$ cat src/rtl/sample_main_issue_ctrl.sv
// Two-requester round-robin issue controller for a fixed-latency pipeline,
// with credit-based admission into a first-word-fall-through response FIFO.
module sample_main_issue_ctrl #(
    parameter int unsigned LATENCY    = 2,
    parameter int unsigned FIFO_DEPTH = 4,
    parameter int unsigned DATA_W     = 32
) (
    input  logic              clk,
    input  logic              rst_n,
    input  logic [1:0]        req_valid,
    output logic [1:0]        req_ready,
    output logic              pipe_input_valid,
    input  logic              pipe_output_valid,
    input  logic [DATA_W-1:0] pipe_out,
    output logic              resp_valid,
    input  logic              resp_ready,
    output logic [DATA_W-1:0] resp_data,
    output logic              resp_id,
    output logic              err_protocol
);

    localparam int unsigned AW = (FIFO_DEPTH > 1) ? $clog2(FIFO_DEPTH) : 1;
    localparam int unsigned CW = $clog2(FIFO_DEPTH + 1);
    localparam int unsigned IW = $clog2(LATENCY + 1);
    localparam int unsigned FW = $clog2(LATENCY + 1);
    localparam int unsigned OW = $clog2(FIFO_DEPTH + LATENCY + 1);

    localparam logic [0:0] ST_FLUSH = 1'b0;
    localparam logic [0:0] ST_RUN   = 1'b1;

    logic [0:0]        state;
    logic [FW-1:0]     flush_cnt;
    logic              flush;
    logic              ptr;
    logic              winner;
    logic              issue;
    logic [IW-1:0]     inflight;
    logic [CW-1:0]     fifo_count;
    logic [OW-1:0]     occupancy;
    logic [AW-1:0]     wr_ptr;
    logic [AW-1:0]     rd_ptr;
    logic [LATENCY-1:0] sh_v;
    logic [LATENCY-1:0] sh_id;
    logic [DATA_W-1:0] mem_data [FIFO_DEPTH];
    logic              mem_id   [FIFO_DEPTH];
    logic              pov;
    logic              push;
    logic              pop;
    logic              empty;
    logic              full;

    assign flush = (state == ST_FLUSH);

    // Admission uses registered occupancy only, so a pop frees a credit one cycle later.
    always_comb begin
        winner    = (req_valid == 2'b11) ? ptr : req_valid[1];
        occupancy = OW'(fifo_count) + OW'(inflight);
        req_ready = '0;
        if (!flush && (occupancy < OW'(FIFO_DEPTH)) && (req_valid != 2'b00)) begin
            req_ready[winner] = 1'b1;
        end
    end

    assign issue            = |req_ready;
    assign pipe_input_valid = issue;

    // Datapath valids are unreset, so anything emerging during the flush is garbage.
    assign pov   = pipe_output_valid && !flush;
    assign empty = (fifo_count == '0);
    assign full  = (fifo_count == CW'(FIFO_DEPTH));
    assign pop   = !empty && resp_ready;
    assign push  = pov && (!full || pop);

    assign resp_valid = !empty;
    assign resp_data  = empty ? '0   : mem_data[rd_ptr];
    assign resp_id    = empty ? 1'b0 : mem_id[rd_ptr];

    always_ff @(posedge clk or negedge rst_n) begin
        if (!rst_n) begin
            state        <= ST_FLUSH;
            flush_cnt    <= FW'(LATENCY);
            ptr          <= 1'b0;
            inflight     <= '0;
            fifo_count   <= '0;
            wr_ptr       <= '0;
            rd_ptr       <= '0;
            sh_v         <= '0;
            sh_id        <= '0;
            err_protocol <= 1'b0;
        end else begin
            case (state)
                ST_FLUSH: begin
                    if (flush_cnt <= FW'(1)) begin
                        state     <= ST_RUN;
                        flush_cnt <= '0;
                    end else begin
                        flush_cnt <= flush_cnt - FW'(1);
                    end
                end
                default: state <= ST_RUN;
            endcase

            if (issue) begin
                ptr <= ~winner;
            end

            sh_v[0]  <= issue;
            sh_id[0] <= winner;
            for (int unsigned k = 1; k < LATENCY; k++) begin
                sh_v[k]  <= sh_v[k-1];
                sh_id[k] <= sh_id[k-1];
            end

            if (pov != sh_v[LATENCY-1]) begin
                err_protocol <= 1'b1;
            end

            if (issue && !pov && (inflight != IW'(LATENCY))) begin
                inflight <= inflight + IW'(1);
            end else if (!issue && pov && (inflight != '0)) begin
                inflight <= inflight - IW'(1);
            end

            if (push) begin
                wr_ptr <= wr_ptr + AW'(1);
            end
            if (pop) begin
                rd_ptr <= rd_ptr + AW'(1);
            end
            case ({push, pop})
                2'b10:   fifo_count <= fifo_count + CW'(1);
                2'b01:   fifo_count <= fifo_count - CW'(1);
                default: fifo_count <= fifo_count;
            endcase
        end
    end

    always_ff @(posedge clk) begin
        if (push) begin
            mem_data[wr_ptr] <= pipe_out;
            mem_id[wr_ptr]   <= sh_id[LATENCY-1];
        end
    end

endmodule

$ cat config.mk
export PLATFORM = sky130hd
export DESIGN_NAME = sample_main_issue_ctrl
export DESIGN_NICKNAME = d
export VERILOG_FILES = /design/src/rtl/sample_main_issue_ctrl.sv
export SDC_FILE = /design/constraint.sdc
export NUM_CORES = 1
export LEC_CHECK = 0
export BUFFER_PORTS_ARGS = -buffer_cell sky130_fd_sc_hd__buf_2
export CORE_ASPECT_RATIO = 1.75
export CORE_MARGIN = 3
export CORE_UTILIZATION = 46
export DETAILED_ROUTE_END_ITERATION = 16
export PLACE_DENSITY = 0.68
export SLEW_MARGIN = 20
export SYNTH_ARGS = -nofsm -noshare
export SYNTH_HDL_FRONTEND = slang
export SYNTH_SLANG_ARGS = --single-unit
$ cat constraint.sdc
create_clock -name clk -period 2.9 [get_ports clk]
set_clock_uncertainty 0.1 [all_clocks]
set_input_delay 0.145 -clock clk [delete_from_list [all_inputs] [get_ports clk]]
set_output_delay 0.145 -clock clk [all_outputs]
set_load 0.01 [all_outputs]
=== Word-level counts from Yosys, hierarchy flattened ===
Memories as Yosys holds them, arrays and structs flattened.
Cells that the tools add are included.

* Bits in registers: 18
* Bits in writable memories: 132
* Bits of input ports: 38
* Output and inout port bits: 38
* Logic and storage cells: 66
* Memories kept: 2

* Add/sub/neg operators: 8
* Order comparisons: 4
* Equality and inequality tests: 6
* Mux-type cells: 14
* Bitwise logic cells: 1
* Reductions and logical operators: 21

{| class="wikitable"
|+ Memory list
! memory !! words !! bits a word !! read ports !! clocked after memory_dff !! wr ports !! line !! text
|-
| mem_data || 4 || 32 || 1 || 0 || 1 || 44 || <nowiki>logic [DATA_W-1:0] mem_data [FIFO_DEPTH];</nowiki>
|-
| mem_id || 4 || 1 || 1 || 0 || 1 || 45 || <nowiki>logic mem_id [FIFO_DEPTH];</nowiki>
|}

{| class="wikitable"
|+ Operators with widths
! operator !! count
|-
| $mux 32 || 1
|-
| $logic_and 1x1->1 || 10
|-
| $mux 2 || 4
|-
| $reduce_bool 2->1 || 4
|-
| $mux 1 || 7
|-
| $add 2x1->2 const B || 3
|-
| $pmux 3 s2 || 1
|-
| $eq 2x2->1 const B || 2
|-
| $logic_not 1->1 || 4
|-
| $sub 2x1->2 const B || 2
|-
| $add 3x1->3 const B || 1
|-
| $add 3x2->3 || 1
|-
| $eq 3x3->1 const B || 1
|-
| $logic_not 3->1 || 1
|-
| $lt 3x3->1 const B || 1
|-
| $sub 3x1->3 const B || 1
|-
| $eq 2x1->1 const B || 1
|-
| $le 2x1->1 const B || 1
|-
| $lt 1x2->1 const B || 1
|-
| $ne 2x2->1 const B || 1
|-
| $reduce_or 2->1 || 1
|-
| $demux 1 s1 || 1
|-
| $ge 1x1->1 const B || 1
|-
| $logic_or 1x1->1 || 1
|-
| 2 further kinds || 2
|}

=== Longest topological paths before layout ===
Gate-level depths: netlist of run 1.

* Word-level depth: 13
* Gate-level depth with buffers: 10
* Depth with buffers taken out: 7

=== Worst setup path after synthesis of run 1 ===
No wires, ideal clock.

* Path kind: register to register
* From: register fifo_count[0]
* To: register fifo_count[2]
* Library setup time: 133 ps
* Arrival time: 2,133 ps
* Required time: 2,667 ps
* Path slack: 534 ps
* Cell stages (with the launch flop): 10
* Path buffers: 2
* Clock period less this slack: 2,366 ps
* Path through: dfrtp_1 or3_1 clkbuf_1 clkbuf_1 nand3_1 fa_1 nor3_1 o21ai_0 o31ai_1 o41ai_1

* Cells in the longest elaborated chain, start to end: 7
* Elaborated cells on any way between the ends: 13
* Classes of those cells: 2 x add/sub; 3 x eq/ne; 1 x mux; 7 x reduce/logical

{| class="wikitable"
|+ Ends and longest elaborated chain
! element !! line !! text
|-
| start, declared || 38 || <nowiki>logic [CW-1:0] fifo_count;</nowiki>
|-
| start signal, assigned || 131 || <nowiki>2'b10: fifo_count <= fifo_count + CW'(1);</nowiki>
|-
| start signal, assigned || 132 || <nowiki>2'b01: fifo_count <= fifo_count - CW'(1);</nowiki>
|-
| start signal, assigned || 133 || <nowiki>default: fifo_count <= fifo_count;</nowiki>
|-
| $logic_not 3->1 * || 69 || <nowiki>assign empty = (fifo_count == '0);</nowiki>
|-
| $logic_not 1->1 * || - ||
|-
| named net resp_valid || 15 || <nowiki>output logic resp_valid,</nowiki>
|-
| $logic_and 1x1->1 * || 71 || <nowiki>assign pop = !empty && resp_ready;</nowiki>
|-
| $logic_or 1x1->1 || 72 || <nowiki>assign push = pov && (!full || pop);</nowiki>
|-
| $logic_and 1x1->1 || 72 ||
|-
| $eq 2x1->1 / $eq 2x2->1 (equally long branches) || 130 || <nowiki>case ({push, pop})</nowiki>
|-
| $pmux 3 s2 / $reduce_bool 2->1 (equally long branches) || - ||
|}

Mark *: on every way through the listed nets, which the timed path passes. The rest lies on a longest branch.
A chain may end at the register's enable or synchronous reset.

=== Final worst setup path of run 1 ===
* From: register fifo_count[1]
* To: output port req_ready[1]

* Cells in the longest elaborated chain, start to end: 5

{| class="wikitable"
|+ Ends and longest elaborated chain
! element !! line !! text
|-
| $add 3x2->3 || 57 || <nowiki>occupancy = OW'(fifo_count) + OW'(inflight);</nowiki>
|-
| $lt 3x3->1 || 59 || <nowiki>if (!flush && (occupancy < OW'(FIFO_DEPTH)) && (req_valid != 2'b00)) begin</nowiki>
|-
| $logic_and 1x1->1 (2 in a row) || 59 ||
|-
| $mux 2 || 59 ||
|-
| end, declared || 11 || <nowiki>output logic [1:0] req_ready,</nowiki>
|}

Every way passes these cells.

==> results.yml, run 1 <==
synth:
  synth_top_family_by_area: "multiplexers"
  yosysTopAreaCell: "edfxtp_1"
  syn-cell-area_mm2: 0.00599
  synth_compound_area_frac: 0.0297
  synth-async-reset-ratio: 0.120
  synth_xor_area_frac: 0.00878
  synth-edff-count: 132
  synthTopCellsByArea: "edfxtp_1 66%, mux4_2 12%, dfrtp_1 7.1%"
  syn_nets: 351
  yosysUniqueCellTypes: 42
  syn_area_per_cell_um2: 19.5
  yosysWarningCount: 0
  synthAdderAreaFrac: 0.0138
  synth_mux_area_frac: 0.128
  ys_seq_area_frac: 0.738
  syn_inst: 307
  synth_ff_type: "edfxtp_1"
  ys_ff_latch: 150
  synthSimpleGateAreaFrac: 0.0652
  synth_top_area_share: 0.662
layout:
  nFillCells: 932
  drive_gt1_frac: 0.354
  nets: 474
  antenna_cells: 0
  stdcell_count: 611
  regArea_mm2: 0.00442
  area_delta_synth_final_pct: 27.9
  multi_input_area_mm2: 0.00147
sta:
  rsz0062_at_grt: "no"
  setup_tns_ns: 0
  period_share: 0.816
  setup_slack_ns: 0.534
  fmaxAchievable_ghz: 0.423
  holdWs_ns: 0.0978
  finalSetupViolations: 0
  slew_violations: 0
  slew_headroom: 0.669
  worstMarginPinSlew_ns: 0.496
  period_needed_ns: 2.37
  hold_viol: 0
die:
  die_h_um: 157
  rows: 54
  ioPinCount: 76
  chipWidth_um: 92.2
  die_area_mm2: 0.0145
  core_area_mm2: 0.0126
  initial_core_util: 0.476
clocking:
  cts_sinks: 150
  cts_buffers: 17
  clk_latency_ns: 0.40
  clk_path_buf_depth: 2
  cts_setup_buffers: 0
  clk_pin_slew_ns: 0.06
  root_buffer: "clkbuf_16"
  cts_tree: "built"
  cts-htree-levels: 4
critical_path:
  cp-start-kind: "register"
  crit_arrival_ns: 2.12
  worstPathRequired_ns: 2.65
  cpPeakStageDelay_ns: 0.46
  path_max_fanout: 8
  crit_type: "register to output pin"
  cp_top_family: "flip-flops"
  cp_cell_sequence: "ha_1, nand2_1, nor3_4, a211oi_4, and3_1, buf_2"
  crit_path_end_kind: "output pin"
  path_buf_inv: 1
  cp_slowest_cell: "dfrtp_1"
detailed_routing:
  drt_iter0_drc: 178
  ant_nets: 0
  wl_per_cell_um: 18.3
  vias: 3108
  drc: 0
  routed_wl_um: 11200
  firstDrtPassIters: 4
  detail_route.vias_per_cell: 5.09
global_routing:
  grt_antenna_before_repair: 0
  grt_pass1_vias: 3443
  overflow: 0
  grt_usage: 0.166
  grt_pass1_wl_um: 18000
  grt_max_degree: 37
hold_path:
  hold_class: "input port to async pin"
power:
  power_density_mw_per_mm2: 1040
  p_total_mw: 7.94
  peakVddDrop_uv: 552
  leakagePower_nw: 2.77
placement:
  pre_cts_slack_ns: 0.637
  place_hpwl_um: 7280
  placedCellCount: 543
  place.gp.congestion: 0.782
  port_buffers: 75
job:
  drv_cap: 0
run_status:
  outcome: "completed"
repair_timing:
action | in CTS | in global routing
gates resized for setup | 0 | 0
hold buffers | 36 | 0
hold endpoints to repair | 148 | 0
per-stage QoR:
step	instance area, um^2	utilization
after floorplan	5990	-
after global placement	6640	0.528
after detailed placement	6640	0.528
after CTS	7650	0.609
after global routing	7650	0.609
final	7650	0.609
cell type report:
class | count | area share
Clock buffer | 22 | 0.0593
Clock inverter | 10 | 0.0266
Inverter | 8 | 0.00392
Multi-Input combinational cell | 133 | 0.192
Sequential cell | 150 | 0.577
Tap cell | 168 | 0.0275
Timing Repair Buffer | 120 | 0.113
placed cells by master, fill, tap and decap left out, types with 4 or more instances in the layout:
| master | n |
|---|---|
| mux4_2 | 33 |
| nand2_1 | 8 |
| buf_2 | 75 |
| and2_1 | 34 |
| and2_2 | 4 |
| xnor2_1 | 5 |
| buf_12 | 5 |
| clkbuf_16 | 17 |
| o21ai_0 | 6 |
| inv_1 | 7 |
| buf_4 | 4 |
| dlygate4sd3_1 | 36 |
| bufinv_16 | 6 |
| a21oi_1 | 4 |
| dfrtp_1 | 15 |
| edfxtp_1 | 132 |
| clkbuf_1 | 4 |
| nor2_1 | 4 |
| ha_1 | 5 |
where the power goes:
group          internal (mW)  switching, mW  leakage (nW)
Sequential              2.83          0.218          1.42
Clock                   1.63          0.778         0.322
Combinational           1.23           1.24          1.03
Total                   5.70           2.24          2.77
layer usage:
layer | GRT usage | wire length [um] | part of all wire | up-vias
met4 | 0.0723 | 209 | 0.019 | 0
met2 | 0.305 | 6460 | 0.58 | 70
met5 | 0 | 0 | 0 | -
met3 | 0.0335 | 352 | 0.032 | 17
li1 | - | - | - | 1441
met1 | 0.187 | 4130 | 0.37 | 1580
state kept, by name, indices dropped and copies added (netlist names), 2 cells and up:
| name | count |
|---|---|
| mem_data | 128 |
| inflight | 2 |
| wr_ptr | 2 |
| sh_v | 2 |
| flush_cnt | 2 |
| mem_id | 4 |
| sh_id | 2 |
| fifo_count | 3 |
| rd_ptr | 2 |
cells by family after synthesis:
| group | Yosys count |
|---|---|
| buf+inv | 24 |
| compound gates | 22 |
| simple gates | 64 |
| fa+ha+maj | 6 |
| flops | 150 |
| xor+xnor | 6 |
| mux | 35 |
cells in the mapped netlist, types with 2 or more instances:
master / n
edfxtp_1: 132
and2_1: 38
mux4_2: 33
dfrtp_1: 17
nand2_1: 8
buf_2: 7
inv_1: 7
clkbuf_1: 6
o21ai_0: 6
ha_1: 5
xnor2_1: 5
a21oi_1: 4
nor2_1: 4
and3_1: 3
nand2b_1: 3
mux2i_1: 2
nand3_1: 2
final timing paths:
path                       cells after the start  slack [ns]              start         endpoint
min in group clk                               4        0.10  pipe_output_valid      inflight[0]
max in group asynchronous                      2        2.28              rst_n     flush_cnt[1]
hold / removal                                 2         0.1              rst_n            state
setup / recovery                               6        0.53      fifo_count[1]     req_ready[1]
setup reg to reg                               4        0.65              state  mem_data[1][12]
hold reg to reg                                0        0.26           sh_id[0]         sh_id[1]
No activity file was read; power rests on OpenSTA's default activity.
==> run 2, diff against run 1 <==
ABC_AREA = 1   (was unset)
clock period = 2.2 ns   (was 2.9 ns; I/O delays follow)
==> results.yml, run 2 <==
sta:
  holdWs_ns: 0.0333
  slew_violations: 0
  slew_headroom: 0.681
  fmaxAchievable_ghz: 0.479
  period_share: 0.949
  hold_viol: 0
  rsz0062_at_grt: "yes"
  setup_tns_ns: 0
  worstMarginPinSlew_ns: 0.477
  finalSetupViolations: 0
  period_needed_ns: 2.09
critical_path:
  path_max_fanout: 24
  ff2ff_setup_slack_ns: 0.28
  rr_endpoint: "mem_data[1][22]"
  crit_arrival_ns: 1.88
  worstPathRequired_ns: 1.99
  crit_type: "register to output pin"
  cpPeakStageDelay_ns: 0.51
  crit_path_end_kind: "output pin"
  reg2regPathDepth: 5
  path_depth: 6
  cp_slowest_cell: "dfrtp_2"
  cp-start-kind: "register"
  reg2reg_from: "state"
  path_buf_inv: 2
  cp_top_family: "flip-flops"
  cp_cell_sequence: "buf_6, nor2_1, nor2_1, o21ai_0, a21oi_1, buf_2"
  cp-startpoint: "rd_ptr[0]"
  crit_top_cell: "nor2_1"
  crit_end: "resp_data[24]"
die:
  core_area_mm2: 0.0127
  ioPinCount: 76
  die_h_um: 158
  initial_core_util: 0.478
  rows: 54
  chipWidth_um: 92.8
  die_area_mm2: 0.0147
layout:
  largest_reg_flops: 128
  drive_gt1_frac: 0.227
  area_delta_synth_final_pct: 25.7
  reg_top3: "mem_data: 128 flops, mem_id: 4 flops, fifo_count: 3 flops"
  layout_common_cells: "140 x nor2_1, 132 x edfxtp_1, 75 x buf_2"
  nets: 665
  final_common_cell: "nor2_1"
  final_core_util: 0.601
  max_flop_register: "mem_data"
  antenna_cells: 0
power:
  p_total_mw: 10.6
  leakagePower_nw: 2.92
  power_density_mw_per_mm2: 1380
  peakVddDrop_uv: 725
clocking:
  cts-htree-levels: 4
  clk_latency_ns: 0.41
  clk_path_buf_depth: 2
  clk_pin_slew_ns: 0.06
  root_buffer: "clkbuf_16"
  cts_tree: "built"
  cts_buffers: 17
  cts_sinks: 150
detailed_routing:
  ant_nets: 0
  drc: 0
  vias: 4086
  firstDrtPassIters: 4
  routed_wl_um: 13000
  detail_route.vias_per_cell: 5.09
  drt_iter0_drc: 215
  wl_per_cell_um: 16.2
hold_path:
  hold_class: "input port to register"
synth:
  syn_area_per_cell_um2: 12.2
  post-synth-top-count-cell: "nor2_1"
  syn_inst: 497
  synthTopCellsByArea: "edfxtp_1 65%, nor2_1 9.0%, dfrtp_1 7.0%"
  syn-cell-area_mm2: 0.00607
  synth-async-reset-ratio: 0.120
  synth_ff_type: "edfxtp_1"
  synth_common_cells: "145 x nor2_1, 132 x edfxtp_1, 39 x o21ai_0"
  yosysWarningCount: 0
  yosysUniqueCellTypes: 24
  ys_seq_area_frac: 0.728
  yosysTopAreaCell: "edfxtp_1"
  synth-edff-count: 132
  synth_top_area_share: 0.653
  ys_ff_latch: 150
  syn_nets: 541
global_routing:
  grt_pass1_wl_um: 20700
  grt_pass1_vias: 4275
  grt_max_degree: 36
  grt_antenna_before_repair: 0
  grt_usage: 0.186
  overflow: 0
placement:
  place.gp.congestion: 0.818
  port_buffers: 75
  place_hpwl_um: 8560
run_status:
  outcome: "completed"
job:
  drv_cap: 0
## run 2: cell count changes after synthesis, sizes merged, moves of 16 or more
cell / previous run / this run
a21oi: 4 / 37
and2: 38 / 0
mux4: 33 / 0
nand2: 8 / 24
nor2: 4 / 148
o21ai: 6 / 69
## run 2: report_power, final
| group | switching, mW | internal (mW) | total, mW |
|---|---|---|---|
| Clock | 1.08 | 1.66 | 2.74 |
| Combinational | 2.44 | 1.42 | 3.85 |
| Sequential | 0.227 | 3.74 | 3.97 |
## run 2: cells by family (layout without fill, tap and decap cells)
| logic type | after synthesis | in the layout | share of synthesized area |
|---|---|---|---|
| XOR/XNOR | 3 | 3 | 0.00433 |
| AO/OA/AOI/OAI | 107 | 107 | 0.0887 |
| buffers and inverters | 47 | 184 | 0.0425 |
| flip-flops | 150 | 150 | 0.728 |
| AND/OR/NAND/NOR | 184 | 184 | 0.123 |
| adder cells (fa/ha/maj) | 6 | 6 | 0.0136 |
## run 2: worst min path at each step
stage	start	to	cells after the start
after floorplan	rst_n	err_protocol	0
after global placement	rst_n	sh_id[0]	1
after detailed placement	rst_n	ptr	1
after CTS	pipe_output_valid	err_protocol	3
after global routing	pipe_output_valid	err_protocol	3
final	req_valid[0]	ptr	5
## run 2: tightest hold or removal path, delay by kind of cell
| kind | cells | cell delay, ns |
|---|---|---|
| AO/OA/AOI/OAI | 1 | 0.07 |
| AND/OR/NAND/NOR | 2 | 0.18 |
| buffers and inverters | 2 | 0.14 |
## run 2: routing by layer
layer / up-vias / global-route usage / wire length, um
li1: 1969 / - / -
met1: 1992 / 0.195 / 4750
met3: 21 / 0.0433 / 543
met4: 0 / 0.0692 / 259
met5: - / 0 / 0
met2: 104 / 0.355 / 7410
## run 2: area by class of cell
type	count	area, um^2
fillers	1023	5070
flip-flops and latches	150	4420
multi-input cells	300	1430
repair buffers	130	926
clock buffers	19	433
well taps	168	210
clock inverters	13	131
inverters	22	85.1
## run 2: timing repair
action	CTS	global route
hold buffers	36	0
endpoints found under the hold margin	148	0
setup endpoints to repair	2	29
setup buffers	0	2
resized for setup	1	9
## run 2: through the flow
stage                     cell area [um^2]  setup WS, ns  instances
final                                 7630         0.112        802
after global routing                  7630       -0.0262        802
after CTS                             7590       0.00318        800
after detailed placement              6660         0.270        732
after global placement                6660         0.334        732
after floorplan                       6070        -0.497        497
